File: src/rtl/fetch_unit.sv
// Instruction fetch front end: drives a registered-read instruction memory and buffers
// returned words in a 2-entry FIFO. Redirects flush the pipe, and a misaligned target faults.
module fetch_unit #(
  parameter logic [31:0] RESET_PC = 32'h0100_0000
) (
  input  logic        clk,
  input  logic        rst_n,
  output logic [31:0] imem_addr,
  input  logic [31:0] imem_data,
  input  logic        redirect_valid,
  input  logic [31:0] redirect_pc,
  output logic        inst_valid,
  input  logic        inst_ready,
  output logic [31:0] inst_data,
  output logic [31:0] inst_pc,
  output logic        fetch_fault,
  output logic [31:0] fault_pc
);

  typedef enum logic [0:0] {
    ST_RUN   = 1'b0,
    ST_FAULT = 1'b1
  } state_t;

  state_t      r_state;
  logic [31:0] r_fetch_pc;
  logic [31:0] r_inflight_pc;
  logic        r_inflight;
  logic        r_fault;
  logic [31:0] r_fault_pc;
  logic [1:0]  r_count;
  logic [31:0] r_pc0;
  logic [31:0] r_pc1;
  logic [31:0] r_data0;
  logic [31:0] r_data1;

  logic        w_pop;
  logic        w_push;
  logic        w_issue;
  logic        w_misaligned;
  logic [2:0]  w_occ;

  // An issue is allowed only if the word it will return is guaranteed a FIFO slot.
  always_comb begin
    w_pop        = (r_count != 2'd0) && inst_ready;
    w_push       = r_inflight && !redirect_valid;
    w_occ        = {1'b0, r_count} + {2'b00, r_inflight};
    w_issue      = (r_state == ST_RUN) && !redirect_valid &&
                   (w_occ < (3'd2 + {2'b00, w_pop}));
    w_misaligned = (redirect_pc[1:0] != 2'b00);
  end

  // Run/fault FSM with fetch pointer, inflight tracking and fault capture.
  always_ff @(posedge clk or negedge rst_n) begin
    if (!rst_n) begin
      r_state       <= ST_RUN;
      r_fetch_pc    <= RESET_PC;
      r_inflight    <= 1'b0;
      r_inflight_pc <= 32'd0;
      r_fault       <= 1'b0;
      r_fault_pc    <= 32'd0;
    end else if (redirect_valid) begin
      r_inflight <= 1'b0;
      if (w_misaligned) begin
        r_state    <= ST_FAULT;
        r_fault    <= 1'b1;
        r_fault_pc <= redirect_pc;
      end else begin
        r_state    <= ST_RUN;
        r_fault    <= 1'b0;
        r_fetch_pc <= redirect_pc;
      end
    end else begin
      r_inflight <= w_issue;
      if (w_issue) begin
        r_inflight_pc <= r_fetch_pc;
        r_fetch_pc    <= r_fetch_pc + 32'd4;
      end
    end
  end

  // Shift-style FIFO: entry 0 is always the head, so the outputs come straight from flops.
  always_ff @(posedge clk or negedge rst_n) begin
    if (!rst_n) begin
      r_count <= 2'd0;
      r_pc0   <= 32'd0;
      r_pc1   <= 32'd0;
      r_data0 <= 32'd0;
      r_data1 <= 32'd0;
    end else if (redirect_valid) begin
      r_count <= 2'd0;
    end else begin
      case ({w_push, w_pop})
        2'b10: begin
          if (r_count == 2'd0) begin
            r_pc0   <= r_inflight_pc;
            r_data0 <= imem_data;
          end else begin
            r_pc1   <= r_inflight_pc;
            r_data1 <= imem_data;
          end
          r_count <= r_count + 2'd1;
        end
        2'b01: begin
          r_pc0   <= r_pc1;
          r_data0 <= r_data1;
          r_count <= r_count - 2'd1;
        end
        2'b11: begin
          if (r_count == 2'd1) begin
            r_pc0   <= r_inflight_pc;
            r_data0 <= imem_data;
          end else begin
            r_pc0   <= r_pc1;
            r_data0 <= r_data1;
            r_pc1   <= r_inflight_pc;
            r_data1 <= imem_data;
          end
        end
        default: begin
          r_count <= r_count;
        end
      endcase
    end
  end

  assign imem_addr   = r_fetch_pc;
  assign inst_valid  = (r_count != 2'd0);
  assign inst_data   = r_data0;
  assign inst_pc     = r_pc0;
  assign fetch_fault = r_fault;
  assign fault_pc    = r_fault_pc;

endmodule

File: config.mk
export PLATFORM = sky130hd
export DESIGN_NAME = fetch_unit
export DESIGN_NICKNAME = d
export VERILOG_FILES = /design/src/rtl/fetch_unit.sv
export SDC_FILE = /design/constraint.sdc
export NUM_CORES = 1
export LEC_CHECK = 0
export ABC_AREA = 1
export ABC_CLOCK_PERIOD_IN_PS = 2230
export CAP_MARGIN = 10
export CORE_ASPECT_RATIO = 1.5
export CORE_MARGIN = 2
export CORE_UTILIZATION = 53
export CTS_CLUSTER_SIZE = 24
export DETAILED_ROUTE_END_ITERATION = 8
export PLACE_DENSITY = 0.78
export SKIP_CTS_REPAIR_TIMING = 1
export SLEW_MARGIN = 20
export SYNTH_ARGS = -nofsm -noshare
export SYNTH_HDL_FRONTEND = slang
export SYNTH_SLANG_ARGS = --single-unit
File: constraint.sdc
create_clock -name clk -period 2.23 [get_ports clk]
set_clock_uncertainty 0.15 [all_clocks]
set_input_delay 0.446 -clock clk [delete_from_list [all_inputs] [get_ports clk]]
set_output_delay 0.446 -clock clk [all_outputs]
set_load 0.005 [all_outputs]
### Word-level counts from Yosys, hierarchy flattened

Index checks and enable logic that the tools add are counted.

| word-level totals | value |
|---|---|
| register bits after elaboration | 228 |
| logic and storage cells | 62 |
| output and inout port bits | 130 |
| input bits | 68 |

| operators by class | value |
|---|---|
| bitwise gates (word level) | 2 |
| reductions and logical operators | 17 |
| order comparisons | 1 |
| multiplexer cells | 19 |
| add/subtract/negate cells | 5 |
| equality and inequality tests | 8 |

Operator list:

| kind | number |
|---|---|
| 2-to-1 mux 32 bit | 11 |
| one-hot mux 32 bit (3 select lines) | 2 |
| one-hot mux 32 bit (2 select lines) | 2 |
| adder 32 x 3 -> 32 bit, second input constant | 1 |
| inequality test 2 bit, second input constant | 4 |
| nonzero test 2 bit | 4 |
| AND reduction 2 bit | 3 |
| nonzero test 3 bit | 2 |
| == test 2 x 1 -> 1 bit, second input constant | 2 |
| == test 2 bit, second input constant | 2 |
| logical AND 1 bit | 4 |
| one-hot mux 2 bit (2 select lines) | 1 |
| AND reduction 4 bit | 1 |
| adder 2 x 1 -> 3 bit | 1 |
| adder 2 x 1 -> 3 bit, first input constant | 1 |
| < comparator 3 bit | 1 |
| AND reduction 3 bit | 1 |
| adder 2 x 1 -> 2 bit, second input constant | 1 |
| zero test 2 bit | 1 |
| 2-to-1 mux 1 bit | 2 |
| 2-to-1 mux 2 bit | 1 |
| NOT 1 bit | 2 |
| subtractor 2 x 1 -> 2 bit, second input constant | 1 |
| zero test 1 bit | 1 |

### Longest topological paths before layout

| logic depth | value |
|---|---|
| word-level depth | 7 |
| mapped depth | 11 |
| gate-level depth less buffers | 11 |

### Least setup slack after synthesis

Ideal clock, no wire load.

| timing path | value |
|---|---|
| path type | register to register |
| start point | reg r_count[0] |
| end point | reg r_inflight_pc[25] |
| stages on the path, launching flop included | 11 |
| data required time | 1.950 ns |
| period minus slack after synthesis | 1.740 ns |
| buffers on the path | 2 |
| setup slack | 0.490 ns |
| library setup time | 0.130 ns |
| arrival | 1.460 ns |
| cell sequence | dfrtp_1 > inv_1 > ha_1 > inv_2 > nand2_2 > o21ai_1 > nand2_2 > buf_2 > buf_2 > nand2_1 > o21ai_0 |

| on the way | value |
|---|---|
| cells in the longest elaborated chain, start to end | 6 |
| elaborated cells between the ends (all ways) | 7 |
| classes of those cells | add/sub (2); order compare (1); reduce/logical (4) |

RTL lines:

| element | line | RTL |
|---|---|---|
| from (decl) | 31 | `logic [1:0] r_count;` |
| from (signal assigned) | 102 | `r_count <= r_count + 2'd1;` |
| from (signal assigned) | 107 | `r_count <= r_count - 2'd1;` |
| from (signal assigned) | 121 | `r_count <= r_count;` |
| nonzero test 2 bit | -- |  |
| named net inst_valid | 12 | `output logic inst_valid,` |
| logical AND 1 bit | 45 | `w_pop = (r_count != 2'd0) && inst_ready;` |
| adder 2 x 1 -> 3 bit | 49 | `(w_occ < (3'd2 + {2'b00, w_pop}));` |
| < comparator 3 bit | 49 |  |
| logical AND 1 bit | 48 | `w_issue = (r_state == ST_RUN) && !redirect_valid &&` |
| AND reduction 2 bit (no line) | -- |  |
| to (signal assigned) | 76 | `r_inflight_pc <= r_fetch_pc;` |
| to (decl) | 27 | `logic [31:0] r_inflight_pc;` |

The timed path passes the listed nets, and every way through them passes these cells.
A chain may end at the register's enable or synchronous reset.

### Worst setup path in the final report

| timing path | value |
|---|---|
| start point | reg r_fetch_pc[18], in the netlist imem_addr[18] |
| end point | out imem_addr[18] |

RTL lines:

| element | line | RTL |
|---|---|---|
| from (decl) | 26 | `logic [31:0] r_fetch_pc;` |
| from (signal assigned) | 71 | `r_fetch_pc <= redirect_pc;` |
| from (signal assigned) | 77 | `r_fetch_pc <= r_fetch_pc + 32'd4;` |
| to (decl) | 8 | `output logic [31:0] imem_addr,` |

No word-level cell between the ends.

==> flow_results.org <==
** Outcome
- Run status :: completed

** Global route
- The number of antenna violations at the first check in global routing is 0.
- In the global route stage, overall resource usage came out at 0.249.
- Wire length of the first global-routing pass :: around 43,000 um
- Number of global-route vias before repair :: around 8,600
- Entering global routing, the biggest net connects between 50 and 60 pins.
- Remaining global-route overflow :: 0

** Final layout
- Area used by multi-input combinational logic :: about 4200 um2
- Post-layout util :: 0.703
- Sequential cell area :: about 5700 um2
- Total of fill cells in the finished design :: 1,516
- Fraction of final layout cells sized beyond drive strength 1 :: 0.122
- 0 antenna diodes ended up in the layout.
- In the final design database the tool counted 1,411 nets.
- Area growth from synthesis to final layout :: 31.5%

** Clock network
- Library cell used as clock root buffer :: sky130_fd_sc_hd__clkbuf_16
- Clock latency on the worst-skew pair :: slightly above 0.5 ns
- TritonCTS built the clock tree.
- Sink Count :: around 230
- Clock tree synthesis inserted a total of 22 buffers.
- Worst-path clk slew :: ~0.070 ns
- In this run the number of H-tree levels came out at 1.
- Maximum clock insertion buffer count :: 3

** Critical path
- In this run the worst setup path begins at imem_addr[18].
- Data required time of the critical path :: approximately 1.6 ns
- The critical path goes through clkdlybuf4s50_1.
- End of the worst register-to-register path :: imem_addr[29]
- STA classifies the critical path startpoint as a flip-flop.
- In this run the number of cells on the critical path is 1.
- In this design, the largest share of critical-path delay is due to buffers and inverters.
- Crit-path slowest cell :: sky130_fd_sc_hd__clkdlybuf4s50_1
- The worst register-to-register path begins at r_count[0].
- In this design, the stage delay of the slowest critical-path cell is roughly 0.57 ns.
- Worst setup path class :: flip-flop to output port
- The worst setup path is captured at an output port.
- Total buffers and inverters traversed by the critical path :: 1
- Worst setup path endpoint :: imem_addr[18]
- For the worst flop-to-flop path, the logic depth is 11.
- Largest fanout on the critical path :: 6
- WP data arrival :: approximately 1.6 ns
- In this run the register-to-register setup slack is about 0.21 ns.

** Timing
- Setup repair after global routing missed its margin :: false
- Static timing analysis puts the maximum clock frequency at 463 MHz.
- For the pin with the worst max-slew slack, the measured transition is 0.446 ns.
- In the finished design, the share of the clock period the worst path needs comes to 0.970.
- Final worst-path setup slack :: about 0.068 ns
- Post-route setup TNS :: 0 ns
- Number of setup violations in the final report :: 0
- The worst path in the final design needs a cycle of roughly 2.2 ns, including I/O delays and setup.
- The final count of pins violating max slew came to 0.
- The worst pin sits at a relative slew slack of 0.702.
- The count of endpoints failing hold in the final timing report came to 0.

** Min path
- The min-delay analysis places its worst path in the category input port to async pin.

** Floorplanning
- Horizontal die dimension :: ~120 um
- The initial utilization of the core area, before any placement, comes to 0.535.
- Standard cell core area :: around 20,000 um2
- Height of the chip :: between 150 and 200 um
- Area of the die :: around 21,000 um2
- Pin placement for this block handled around 200 I/O pins.
- After floorplanning, the core was divided into between 60 and 70 placement rows.

** Synth
- Yosys top cell area share :: 0.541
- Most area-consuming cells after synthesis :: sky130_fd_sc_hd__dfrtp_1 (54%), sky130_fd_sc_hd__nand2_1 (12%), sky130_fd_sc_hd__nand3_1 (5.7%)
- Async S/R FF share, synth :: 1.00
- EDFF count, synth :: 0
- Number of nets in the synthesized netlist :: about 1,200
- The most common cell in the synthesized netlist is sky130_fd_sc_hd__nand2_1.
- The share of the Yosys chip area taken by registers is 0.544.
- In this run, distinct cell masters in the synthesized netlist total 34.
- Yosys top cell by area :: sky130_fd_sc_hd__dfrtp_1
- Post-synthesis cell area :: between 10,000 and 15,000 um2
- Synthesis inferred 228 register bits.
- Sorting the synthesized cells by how often they occur yields sky130_fd_sc_hd__nand2_1 (325), sky130_fd_sc_hd__dfrtp_1 (227), sky130_fd_sc_hd__nand3_1 (119).
- Synthesis produced a netlist whose cell count is approximately 1,100.
- Yosys synthesis warning count :: 0
- After synthesis, the mean cell area works out to 9.16 um2.
- For this run, the leading register cell type out of synthesis is sky130_fd_sc_hd__dfrtp_1.

** Pwr
- Power density normalized to cell area :: roughly 1200 nW/um2
- The analysis attributes to cell leakage a power of about 6.3 nW.
- The worst-case IR drop observed on VDD is roughly 0.7 mV.

** Place
- Dpl hpwl :: 18,000 um
- Before CTS, the worst setup slack after placement is about 0.03 ns.
- Placer Congestion :: 0.872
- The count of buffers added on input and output ports is ~200.

** Route
- Iteration-0 DRC Markers :: around 440
- Once detail routing completed, the nets flagged for antenna violations numbered 0.
- Total wire length after detailed routing :: approximately 26,000 um
- Vias/cell :: about 5.3
- In the final routed layout, each cell accounts on average for ~16 um.
- Pre-Repair DR Iteration Count :: 5
- The routed layout has ~8,600 vias.
- Count of unresolved DRC violations after routing :: 0

** Flow run
- Across the run, the number of max-cap violations was 0.
## report_power, final
group	internal, mW	switching, mW
Sequential	5.83	1.26
Combinational	3.33	2.53
Clock	2.38	1.61
Total	11.5	5.40
## cell usage in the layout, fill, tap and decap left out, types with 5 or more instances in the layout
master	count
sky130_fd_sc_hd__clkbuf_16	23
sky130_fd_sc_hd__buf_12	22
sky130_fd_sc_hd__clkdlybuf4s50_1	195
sky130_fd_sc_hd__buf_4	18
sky130_fd_sc_hd__dfrtp_1	227
sky130_fd_sc_hd__o21ai_1	15
sky130_fd_sc_hd__nand3_1	119
sky130_fd_sc_hd__mux2_4	36
sky130_fd_sc_hd__mux2_2	26
sky130_fd_sc_hd__o21ai_0	40
sky130_fd_sc_hd__a21oi_1	14
sky130_fd_sc_hd__nor2_1	104
sky130_fd_sc_hd__nand2_1	324
sky130_fd_sc_hd__ha_1	5
sky130_fd_sc_hd__nor2_2	6
sky130_fd_sc_hd__o21a_1	13
sky130_fd_sc_hd__a31oi_1	65
sky130_fd_sc_hd__inv_1	48
sky130_fd_sc_hd__a22oi_1	6
sky130_fd_sc_hd__nand2_2	6
## layout make-up
| cell class | count | share of cell area |
|---|---|---|
| sequential | 228 | 0.414 |
| multi-input combinational | 796 | 0.306 |
| timing repair buffer | 238 | 0.186 |
| clock buffer | 30 | 0.0465 |
| tap | 260 | 0.0236 |
| inverter | 52 | 0.0141 |
| clock inverter | 10 | 0.0102 |
## stage by stage
stage                     std cells  cell area, um2  hold WS, ns  total power, mW
after global placement         1572           13000        0.246             12.7
after CTS                      1612           13800       -0.289             17.0
after detailed placement       1572           13000        0.255             13.0
after floorplan                1145           10500     0.000409             9.84
after global routing           1614           13800        0.322             18.0
final                          1614           13800        0.291             16.9
## flip-flops by register name (all words and copies together) (netlist names)
signal and flops:
fault_pc 32, fetch_fault 1, imem_addr 32, inst_data 32, inst_pc 32, r_count 2, r_data1 32, r_inflight 1
r_inflight_pc 32, r_pc1 32
## routing by layer
metal  global-route usage  share of wire
met4               0.0863          0.029
met3               0.0365          0.048
met2                0.445           0.50
met5                    0              0
met1                0.308           0.42
## worst min-delay path by stage
stage / from / end / slack (ns) / cells past startpoint
floorplan: rst_n / fault_pc[0] / 0.0004 / 0
global placement: rst_n / fault_pc[0] / 0.25 / 1
detailed placement: rst_n / fault_pc[6] / 0.25 / 1
CTS: rst_n / fault_pc[6] / -0.29 / 1
global route: rst_n / fault_pc[0] / 0.32 / 2
finish: rst_n / fault_pc[0] / 0.29 / 2
## kinds of logic after synthesis
group / after synthesis / synth area share
buffers and inverters: 121 / 0.0554
AND/OR/NAND/NOR: 571 / 0.226
adder cells (fa/ha/maj): 5 / 0.00596
XOR/XNOR: 1 / 0.000835
AO/OA/AOI/OAI: 157 / 0.0886
multiplexers: 62 / 0.0794
flip-flops: 228 / 0.544
Power figures use the tool's default switching activity.
